==> config.mk <==
export PLATFORM = sky130hd
export DESIGN_NAME = fifo_stream_reader
export DESIGN_NICKNAME = d
export VERILOG_FILES = /design/src/rtl/fifo_pkg.sv /design/src/rtl/fifo_skid_buffer.sv /design/src/rtl/fifo_stream_reader.sv
export SDC_FILE = /design/constraint.sdc
export NUM_CORES = 1
export LEC_CHECK = 0
export ABC_AREA = 0
export BUFFER_PORTS_ARGS = -buffer_cell sky130_fd_sc_hd__clkbuf_2
export CORE_MARGIN = 4
export CORE_UTILIZATION = 59
export DETAILED_ROUTE_END_ITERATION = 6
export HOLD_SLACK_MARGIN = 0.08
export PLACE_DENSITY = 0.85
export REMOVE_ABC_BUFFERS = 1
export SLEW_MARGIN = 15
export SYNTH_ARGS = -nofsm -noshare
export SYNTH_HDL_FRONTEND = slang
export SYNTH_SLANG_ARGS = --single-unit
==> constraint.sdc <==
create_clock -name clk -period 4.89 [get_ports clk]
set_input_delay 0 -clock clk [delete_from_list [all_inputs] [get_ports clk]]
set_output_delay 0 -clock clk [all_outputs]
set_load 0.05 [all_outputs]
==> src/rtl/fifo_pkg.sv <==
`default_nettype none
// ============================================================================
// Module   : fifo_pkg
// Purpose  : Shared constants for the FIFO reader-side engine: FSM state
//            encodings and the depth of the output skid buffer.
// Revision : 1.0 - initial release
// ============================================================================
package fifo_pkg;

  // Reader FSM states, 2-bit encoding
  localparam logic [1:0] IDLE   = 2'd0;
  localparam logic [1:0] READ   = 2'd1;
  localparam logic [1:0] DRAIN  = 2'd2;
  localparam logic [1:0] FINISH = 2'd3;

  // Entries in the output skid buffer; two are enough to hide the
  // one-cycle read latency at full rate
  localparam int SKID_DEPTH = 2;

endpackage
`default_nettype wire

==> src/rtl/fifo_skid_buffer.sv <==
`default_nettype none
// ============================================================================
// Module   : fifo_skid_buffer
// Purpose  : Two-entry register buffer with a valid/ready read side. The
//            head register drives the output directly, so read data is
//            always registered. The writer is trusted to respect occ.
// Revision : 1.0 - initial release
// ============================================================================
module fifo_skid_buffer
  import fifo_pkg::*;
#(
  parameter int DATA_WIDTH = 64
) (
  input  logic                  clk,
  input  logic                  reset,
  input  logic                  wr_valid,
  input  logic [DATA_WIDTH-1:0] wr_data,
  output logic                  rd_valid,
  output logic [DATA_WIDTH-1:0] rd_data,
  input  logic                  rd_ready,
  output logic [1:0]            occ
);

  logic [DATA_WIDTH-1:0] r_head;
  logic [DATA_WIDTH-1:0] r_tail;
  logic [1:0]            r_occ;
  logic                  w_pop;

  assign w_pop    = rd_valid && rd_ready;
  assign rd_valid = (r_occ != 2'd0);
  assign rd_data  = r_head;
  assign occ      = r_occ;

  // Head/tail shuffle: a simultaneous write and read keeps occupancy constant
  always_ff @(posedge clk) begin
    if (reset) begin
      r_head <= '0;
      r_tail <= '0;
      r_occ  <= 2'd0;
    end else begin
      case (r_occ)
        2'd0: begin
          if (wr_valid) begin
            r_head <= wr_data;
            r_occ  <= 2'd1;
          end
        end
        2'd1: begin
          if (w_pop && wr_valid) begin
            r_head <= wr_data;
          end else if (w_pop) begin
            r_occ  <= 2'd0;
          end else if (wr_valid) begin
            r_tail <= wr_data;
            r_occ  <= 2'(SKID_DEPTH);
          end
        end
        default: begin
          if (w_pop) begin
            r_head <= r_tail;
            if (wr_valid) begin
              r_tail <= wr_data;
            end else begin
              r_occ  <= 2'd1;
            end
          end
        end
      endcase
    end
  end

endmodule
`default_nettype wire

==> src/rtl/fifo_stream_reader.sv <==
`default_nettype none
// ============================================================================
// Module   : fifo_stream_reader
// Purpose  : Pops a programmed number of words from a request/ready FIFO,
//            absorbs its one-cycle read latency and re-presents the words as
//            a valid/ready stream with a last flag, one word per cycle.
// Revision : 1.0 - initial release
// ============================================================================
module fifo_stream_reader
  import fifo_pkg::*;
#(
  parameter int DATA_WIDTH  = 64,
  parameter int COUNT_WIDTH = 16
) (
  input  logic                   clk,
  input  logic                   reset,
  input  logic                   start,
  input  logic [COUNT_WIDTH-1:0] num_words,
  output logic                   busy,
  output logic                   done,
  output logic                   fifo_read_req,
  input  logic                   fifo_read_ready,
  input  logic [DATA_WIDTH-1:0]  fifo_read_data,
  output logic                   m_valid,
  output logic [DATA_WIDTH-1:0]  m_data,
  output logic                   m_last,
  input  logic                   m_ready
);

  logic [1:0]             r_state;
  logic                   r_busy;
  logic                   r_done;
  logic [COUNT_WIDTH-1:0] r_rem_issue;
  logic [COUNT_WIDTH-1:0] r_rem_out;
  logic                   r_inflight;
  logic [1:0]             w_occ;
  logic                   w_pop_out;
  logic                   w_pop_in;
  logic                   w_credit;
  logic [2:0]             w_committed;

  assign w_pop_out = m_valid && m_ready;

  // Words already owed to the buffer after this cycle; pop_out can never
  // exceed occ, so the subtraction cannot underflow
  assign w_committed = 3'(w_occ) + 3'(r_inflight) - 3'(w_pop_out);
  assign w_credit    = (w_committed < 3'(SKID_DEPTH));

  assign fifo_read_req = (r_state == READ) && (r_rem_issue != '0) && w_credit;
  assign w_pop_in      = fifo_read_req && fifo_read_ready;

  assign busy   = r_busy;
  assign done   = r_done;
  assign m_last = m_valid && (r_rem_out == COUNT_WIDTH'(1));

  // Pop issued this cycle means read data arrives on the next edge
  always_ff @(posedge clk) begin
    if (reset) begin
      r_inflight <= 1'b0;
    end else begin
      r_inflight <= w_pop_in;
    end
  end

  // Remaining pops to issue and remaining words to hand downstream
  always_ff @(posedge clk) begin
    if (reset) begin
      r_rem_issue <= '0;
      r_rem_out   <= '0;
    end else if ((r_state == IDLE) && start) begin
      r_rem_issue <= num_words;
      r_rem_out   <= num_words;
    end else begin
      if (w_pop_in) begin
        r_rem_issue <= r_rem_issue - COUNT_WIDTH'(1);
      end
      if (w_pop_out) begin
        r_rem_out <= r_rem_out - COUNT_WIDTH'(1);
      end
    end
  end

  // Transfer sequencing with registered busy/done
  always_ff @(posedge clk) begin
    if (reset) begin
      r_state <= IDLE;
      r_busy  <= 1'b0;
      r_done  <= 1'b0;
    end else begin
      case (r_state)
        IDLE: begin
          r_done <= 1'b0;
          if (start) begin
            r_busy <= 1'b1;
            if (num_words != '0) begin
              r_state <= READ;
            end else begin
              r_state <= FINISH;
              r_done  <= 1'b1;
            end
          end
        end
        READ: begin
          if (r_rem_issue == '0) begin
            r_state <= DRAIN;
          end
        end
        DRAIN: begin
          // Leave as the final word is accepted so done follows it directly
          if ((r_rem_out == '0) || (w_pop_out && (r_rem_out == COUNT_WIDTH'(1)))) begin
            r_state <= FINISH;
            r_done  <= 1'b1;
          end
        end
        default: begin
          r_state <= IDLE;
          r_busy  <= 1'b0;
          r_done  <= 1'b0;
        end
      endcase
    end
  end

  fifo_skid_buffer #(
    .DATA_WIDTH (DATA_WIDTH)
  ) u_skid (
    .clk      (clk),
    .reset    (reset),
    .wr_valid (r_inflight),
    .wr_data  (fifo_read_data),
    .rd_valid (m_valid),
    .rd_data  (m_data),
    .rd_ready (m_ready),
    .occ      (w_occ)
  );

endmodule
`default_nettype wire

# After elaboration in Yosys (flattened, before gate mapping)
# Index checks and enable logic that the tools add are counted.
totals:
  mem_bits_rw: 0
  wordCells: 88
  n_memories: 0
  regBits: 167
  latch_bits: 0
  mem_bits_ro: 0
  inputBits: 85
classes:
  reduce_logical: 27
  n_eq_ne: 13
  add_sub_neg: 4
  multipliers: 0
  n_shift: 0
  magnitude_cmp: 1
  div: 0
  bitwise_logic: 3
  muxes: 31
ops:
  columns: ["operator", "count"]
  rows:
  - ["$mux W64", 7]
  - ["$pmux W64 S2", 2]
  - ["$mux W16", 4]
  - ["$logic_not A16 Y1", 2]
  - ["$reduce_bool A16 Y1", 2]
  - ["$sub A16 B1 Y16 const B", 2]
  - ["$mux W2", 10]
  - ["$eq A16 B1 Y1 const B", 1]
  - ["$ne A2 B2 Y1 const B", 5]
  - ["$logic_and A1 B1 Y1", 8]
  - ["$reduce_bool A2 Y1", 4]
  - ["$pmux W2 S3", 1]
  - ["$reduce_and A3 Y1", 2]
  - ["$reduce_and A5 Y1", 1]
  - ["$eq A2 B1 Y1 const B", 2]
  - ["$logic_not A2 Y1", 2]
  - ["$mux W1", 4]
  - ["$ne A2 B1 Y1 const B", 2]
  - ["$pmux W2 S2", 1]
  - ["$reduce_and A2 Y1", 2]
  - ["$reduce_and A4 Y1", 1]
  - ["$add A2 B1 Y3", 1]
  - ["$lt A3 B2 Y1 const B", 1]
  - ["$ne A3 B1 Y1 const B", 1]
  - ["other kinds (9)", 11]

# Longest topological paths before layout
depth:
  word_depth: 8
  depth_mapped: 12
  ltp_nobuf: 9

# Cells and area by module
# A second synthesis with hierarchy kept.
unflattened:
  hier_cells: 832
  hier_area_um2: 8375.5
modules_own_cells:
  columns: ["mod", "area_per_inst_um2", "n_inst", "cells_per_inst", "seq_area_each_um2"]
  rows:
  - ["fifo_skid_buffer", 6217.2, 1, 587, 2602.5]
  - ["fifo_stream_reader", 2158.3, 1, 245, 740.7]

# Worst setup path after synthesis
# OpenSTA, ideal clock, no wires.
synth_path:
  path_kind: "register to register"
  startpoint: "reg u_skid.r_occ[1], in the netlist u_skid.occ[1]"
  endpoint: "reg r_rem_issue[15]"
  stages_incl_launch_ff: 13
  slack_ns: 1.586
  setup_ns: 0.086
  synth_period_minus_slack_ns: 3.304
  t_arrival_ns: 3.219
  path_cell_list: "dfxtp_1 buf_2 buf_2 buf_1 nand2_1 nor2_1 o21ai_0 fa_1 or4bb_1 nor4_1 nand4_1 xor2_1 a211oi_1"
synth_via:
  elab_chain_len: 7
synth_lines:
  columns: ["element", "line", "text"]
  rows:
  - ["start, declared", "fifo_skid_buffer.sv:26", "logic [1:0] r_occ;"]
  - ["start signal, assigned", "fifo_skid_buffer.sv:55", "r_occ <= 2'(SKID_DEPTH);"]
  - ["parallel branches: the longest is 2 deep, another holds $add A2 B1 Y3", null, null]
  - ["$sub A3 B1 Y3 (*)", "fifo_stream_reader.sv:46", "assign w_committed = 3'(w_occ) + 3'(r_inflight) - 3'(w_pop_out);"]
  - ["$lt A3 B2 Y1 (*)", "fifo_stream_reader.sv:47", "assign w_credit = (w_committed < 3'(SKID_DEPTH));"]
  - ["$logic_and A1 B1 Y1 (*)", "fifo_stream_reader.sv:49", "assign fifo_read_req = (r_state == READ) && (r_rem_issue != '0) && w_credit;"]
  - ["$logic_and A1 B1 Y1 (*)", "fifo_stream_reader.sv:50", "assign w_pop_in = fifo_read_req && fifo_read_ready;"]
  - ["$reduce_bool A2 Y1 (no line) (*)", null, null]
  - ["end signal, assigned", "fifo_stream_reader.sv:71", "r_rem_issue <= num_words;"]
  - ["end signal, assigned", "fifo_stream_reader.sv:75", "r_rem_issue <= r_rem_issue - COUNT_WIDTH'(1);"]
  - ["end, declared", "fifo_stream_reader.sv:33", "logic [COUNT_WIDTH-1:0] r_rem_issue;"]
# Mark *: on every way between the ends.
# A chain may end at the register's enable or synchronous reset.

# Worst setup path after layout
layout_path:
  startpoint: "reg u_skid.r_occ[1], in the netlist u_skid.occ[1]"
  endpoint: "reg u_skid.r_head[57], in the netlist u_skid.rd_data[57]"
layout_via:
  elab_chain_len: 5
layout_lines:
  columns: ["element", "line", "text"]
  rows:
  - ["$reduce_bool A2 Y1", "fifo_skid_buffer.sv:30", "assign rd_valid = (r_occ != 2'd0);"]
  - ["$logic_and A1 B1 Y1", "fifo_skid_buffer.sv:29", "assign w_pop = rd_valid && rd_ready;"]
  - ["$logic_and A1 B1 Y1", "fifo_skid_buffer.sv:49", "if (w_pop && wr_valid) begin"]
  - ["$ne A2 B1 Y1 (no line)", null, null]
  - ["$reduce_and A3 Y1 (no line)", null, null]
  - ["end signal, assigned", "fifo_skid_buffer.sv:44", "r_head <= wr_data;"]
  - ["end signal, assigned", "fifo_skid_buffer.sv:50", "r_head <= wr_data;"]
  - ["end signal, assigned", "fifo_skid_buffer.sv:60", "r_head <= r_tail;"]
  - ["end, declared", "fifo_skid_buffer.sv:24", "logic [DATA_WIDTH-1:0] r_head;"]
# Parallel ways exist; a longest one is shown, timed or not.

==> results.cfg <==
[status]
status = completed

[layout]
fin_nets = 1125
final_core_util_pct = 78.76
fill_cells = 722
drive_gt1_share_pct = 19.77
sequential_cell_area_um2 = 3347
final_cells = 1189
area_growth_pct = 30.88
multi_input_area_um2 = 3637
diodes = 0

[grt]
grt_pass1_wl_um = 33380
grt_max_degree = 100
track_usage_pct = 28.95
grt_antenna_before_repair = 0
grt_pass1_vias = 6882
overflow = 0

[power]
max-vdd-ir-drop_mv = 0.3934
finalPower_uw = 4250
leakagePower_uw = 0.003483
p_per_area_nw_per_um2 = 449.2

[floorplanning]
dieArea_um2 = 14090
fp.coreArea_um2 = 12010
start_util_pct = 60.18
die_y_um = 118.7
pin_count = 154
die_w_um = 118.7
row_count = 40

[route]
vias = 6948
wl_per_cell_um = 17.24
route.detailed.drc = 0
via_per_inst = 5.844
ant_nets = 0
drtPass1Iterations = 5
wirelength_um = 20500
drtIter0Drc = 645

[clocking]
clk_pin_slew_ns = 0.07
clk_path_buf_depth = 2
clock-sinks = 167
cts_buffers = 17
h-tree-depth = 4
clk-insertion-delay-late_ns = 0.42
ctsResizeCount = 0
cts_tree = done
hold_buffers = 83
cts_setup_buffers = 0
clockRootBuffer = clkbuf_16

[setup_path]
worstPathMaxFanout = 99
worstSetupPathType = reg2reg
cp-end-kind = flop
reg2reg_slack_ns = 1.57
reg2reg_to = u_skid.rd_data[57]$_SDFFE_PP0P_
critPathLaunch = u_skid.occ[1]$_SDFFE_PP0P_
crit_required_ns = 5.22
cp_data_arrival_time_ns = 3.64
reg2reg_depth = 5
r2r_start = u_skid.occ[1]$_SDFFE_PP0P_
start_kind = flop

[timing]
finalHoldViolCount = 0
setup_ws_ns = 1.573
setup_viol = 0
rsz0062_at_grt = no
report.final.slew_viol_count = 0
finalClockSkew_ns = 0.01024
post-route-period-util_pct = 67.82
finalCriticalPeriod_ns = 3.317
tns_ns = 0
max_freq_mhz = 301.5
max_slew_margin_pct = 31.66
tightest_slew_ns = 1.025

[synthesis]
yosys.cell_count.top_type = dfxtp_1
yosys.area.top_type = dfxtp_1
ys_top_cells_by_count = 167 x dfxtp_1, 136 x nand2_1, 91 x a21oi_1, 82 x nor2_1, 68 x a211oi_1
synth-seq-cells = 167
async_flop_share_pct = 0
synth_area_per_cell_um2 = 8.730
synthTopCellsByArea = dfxtp_1 46%, mux2i_1 9.0%, a211oi_1 7.1%
ys_types = 53
synth_top_area_share_pct = 46.25
postSynthCellCount = 828
synth_seq_area_share_pct = 46.25
syn_area_um2 = 7228
ys_warn_count = 0
synth_edf_count = 0
synth-main-ff-cell = dfxtp_1

[hold_path]
holdPathEnd = u_skid.r_tail[43]$_SDFFE_PP0P_
hold_path_depth = 2
min-delay-start = reset
hp-class = in2reg

[placement]
port-buffer-count = 153
hpwl_um = 11220
place.gp.congestion = 0.8496
preCtsSetupSlack_ns = 1.698
dp_cells = 1074

[job]
maxCapViolCount = 0
## report_power, final
part           internal (uW)  leakage [uW]  switching (uW)
Clock                    788      0.000293             559
Combinational            410       0.00183             810
Sequential              1530       0.00136             151
## final cells by class
type	count	area share, %
clock buffers	20	4.827
inverters	10	0.3968
multi-input cells	591	38.45
well taps	147	1.944
repair buffers	242	17.51
flip-flops and latches	167	35.38
clock inverters	12	1.495
## registers in the layout, indices dropped and copies added (netlist names)
register / flops
r_state: 2
u_skid.occ: 2
r_inflight: 1
u_skid.r_tail: 64
r_rem_out: 16
u_skid.rd_data: 64
busy: 1
done: 1
r_rem_issue: 16
## cells by family after synthesis
family          count (synthesis)  synth area share (%)
simple gates                  290                 18.37
compound gates                202                 17.86
flops                         167                 46.25
buf+inv                        70                 3.722
mux                            65                 9.001
xor+xnor                       23                 2.787
fa+ha+maj                      11                 2.008
## through the flow
stage / hold slack (ns) / cell area [um^2]
detailed placement: 0.2436 / 8031
global route: 0.2146 / 9460
CTS: 0.1814 / 9460
global placement: 0.2365 / 8031
finish: 0.1870 / 9460
floorplan: 0.06625 / 6997
## critical path, cell delays in order (launching register included)
cell      delay [ns]
dfxtp_4         0.53
buf_4           0.81
o22a_4          0.96
buf_4           0.45
nor2_1          0.10
a211oi_1        0.26
## layout by cell type (no fill, tap or decap), drive strengths merged, types with 2 or more instances in the layout
master	n
a21oi	91
nand4b	2
or4	5
nand3	4
or3	11
nand4	8
bufinv	2
nor2	82
nor2b	5
dlygate4sd3	83
clkbuf	172
a211oi	68
dfxtp	167
nand2b	3
a31oi	8
xnor2	14
nor3	12
nand2	137
clkinv	5
and2	2
o21bai	14
o31ai	2
xor2	9
inv	14
mux2i	65
nor4	12
o21a	2
ha	10
buf	7
o211ai	2
o21ai	9
## how the worst max path moves through the flow
stage,cells after the start,endpoint,slack (ns)
3_3_place_gp,5,u_skid.rd_data[30]$_SDFFE_PP0P_,1.76
3_5_place_dp,5,u_skid.rd_data[8]$_SDFFE_PP0P_,1.70
2_1_floorplan,2,u_skid.rd_data[0]$_SDFFE_PP0P_,-0.50
4_1_cts,5,u_skid.rd_data[13]$_SDFFE_PP0P_,1.65
5_1_grt,5,u_skid.rd_data[8]$_SDFFE_PP0P_,1.37
6_report,5,u_skid.rd_data[57]$_SDFFE_PP0P_,1.57
## per-layer routing
layer	track usage, %	up-vias	routed length, um
li1	-	3330	-
met1	33.58	3235	7901
met2	50.27	322	10360
met3	7.608	61	1587
met4	12.45	0	644
met5	0	-	0
Power figures use the tool's default switching activity.
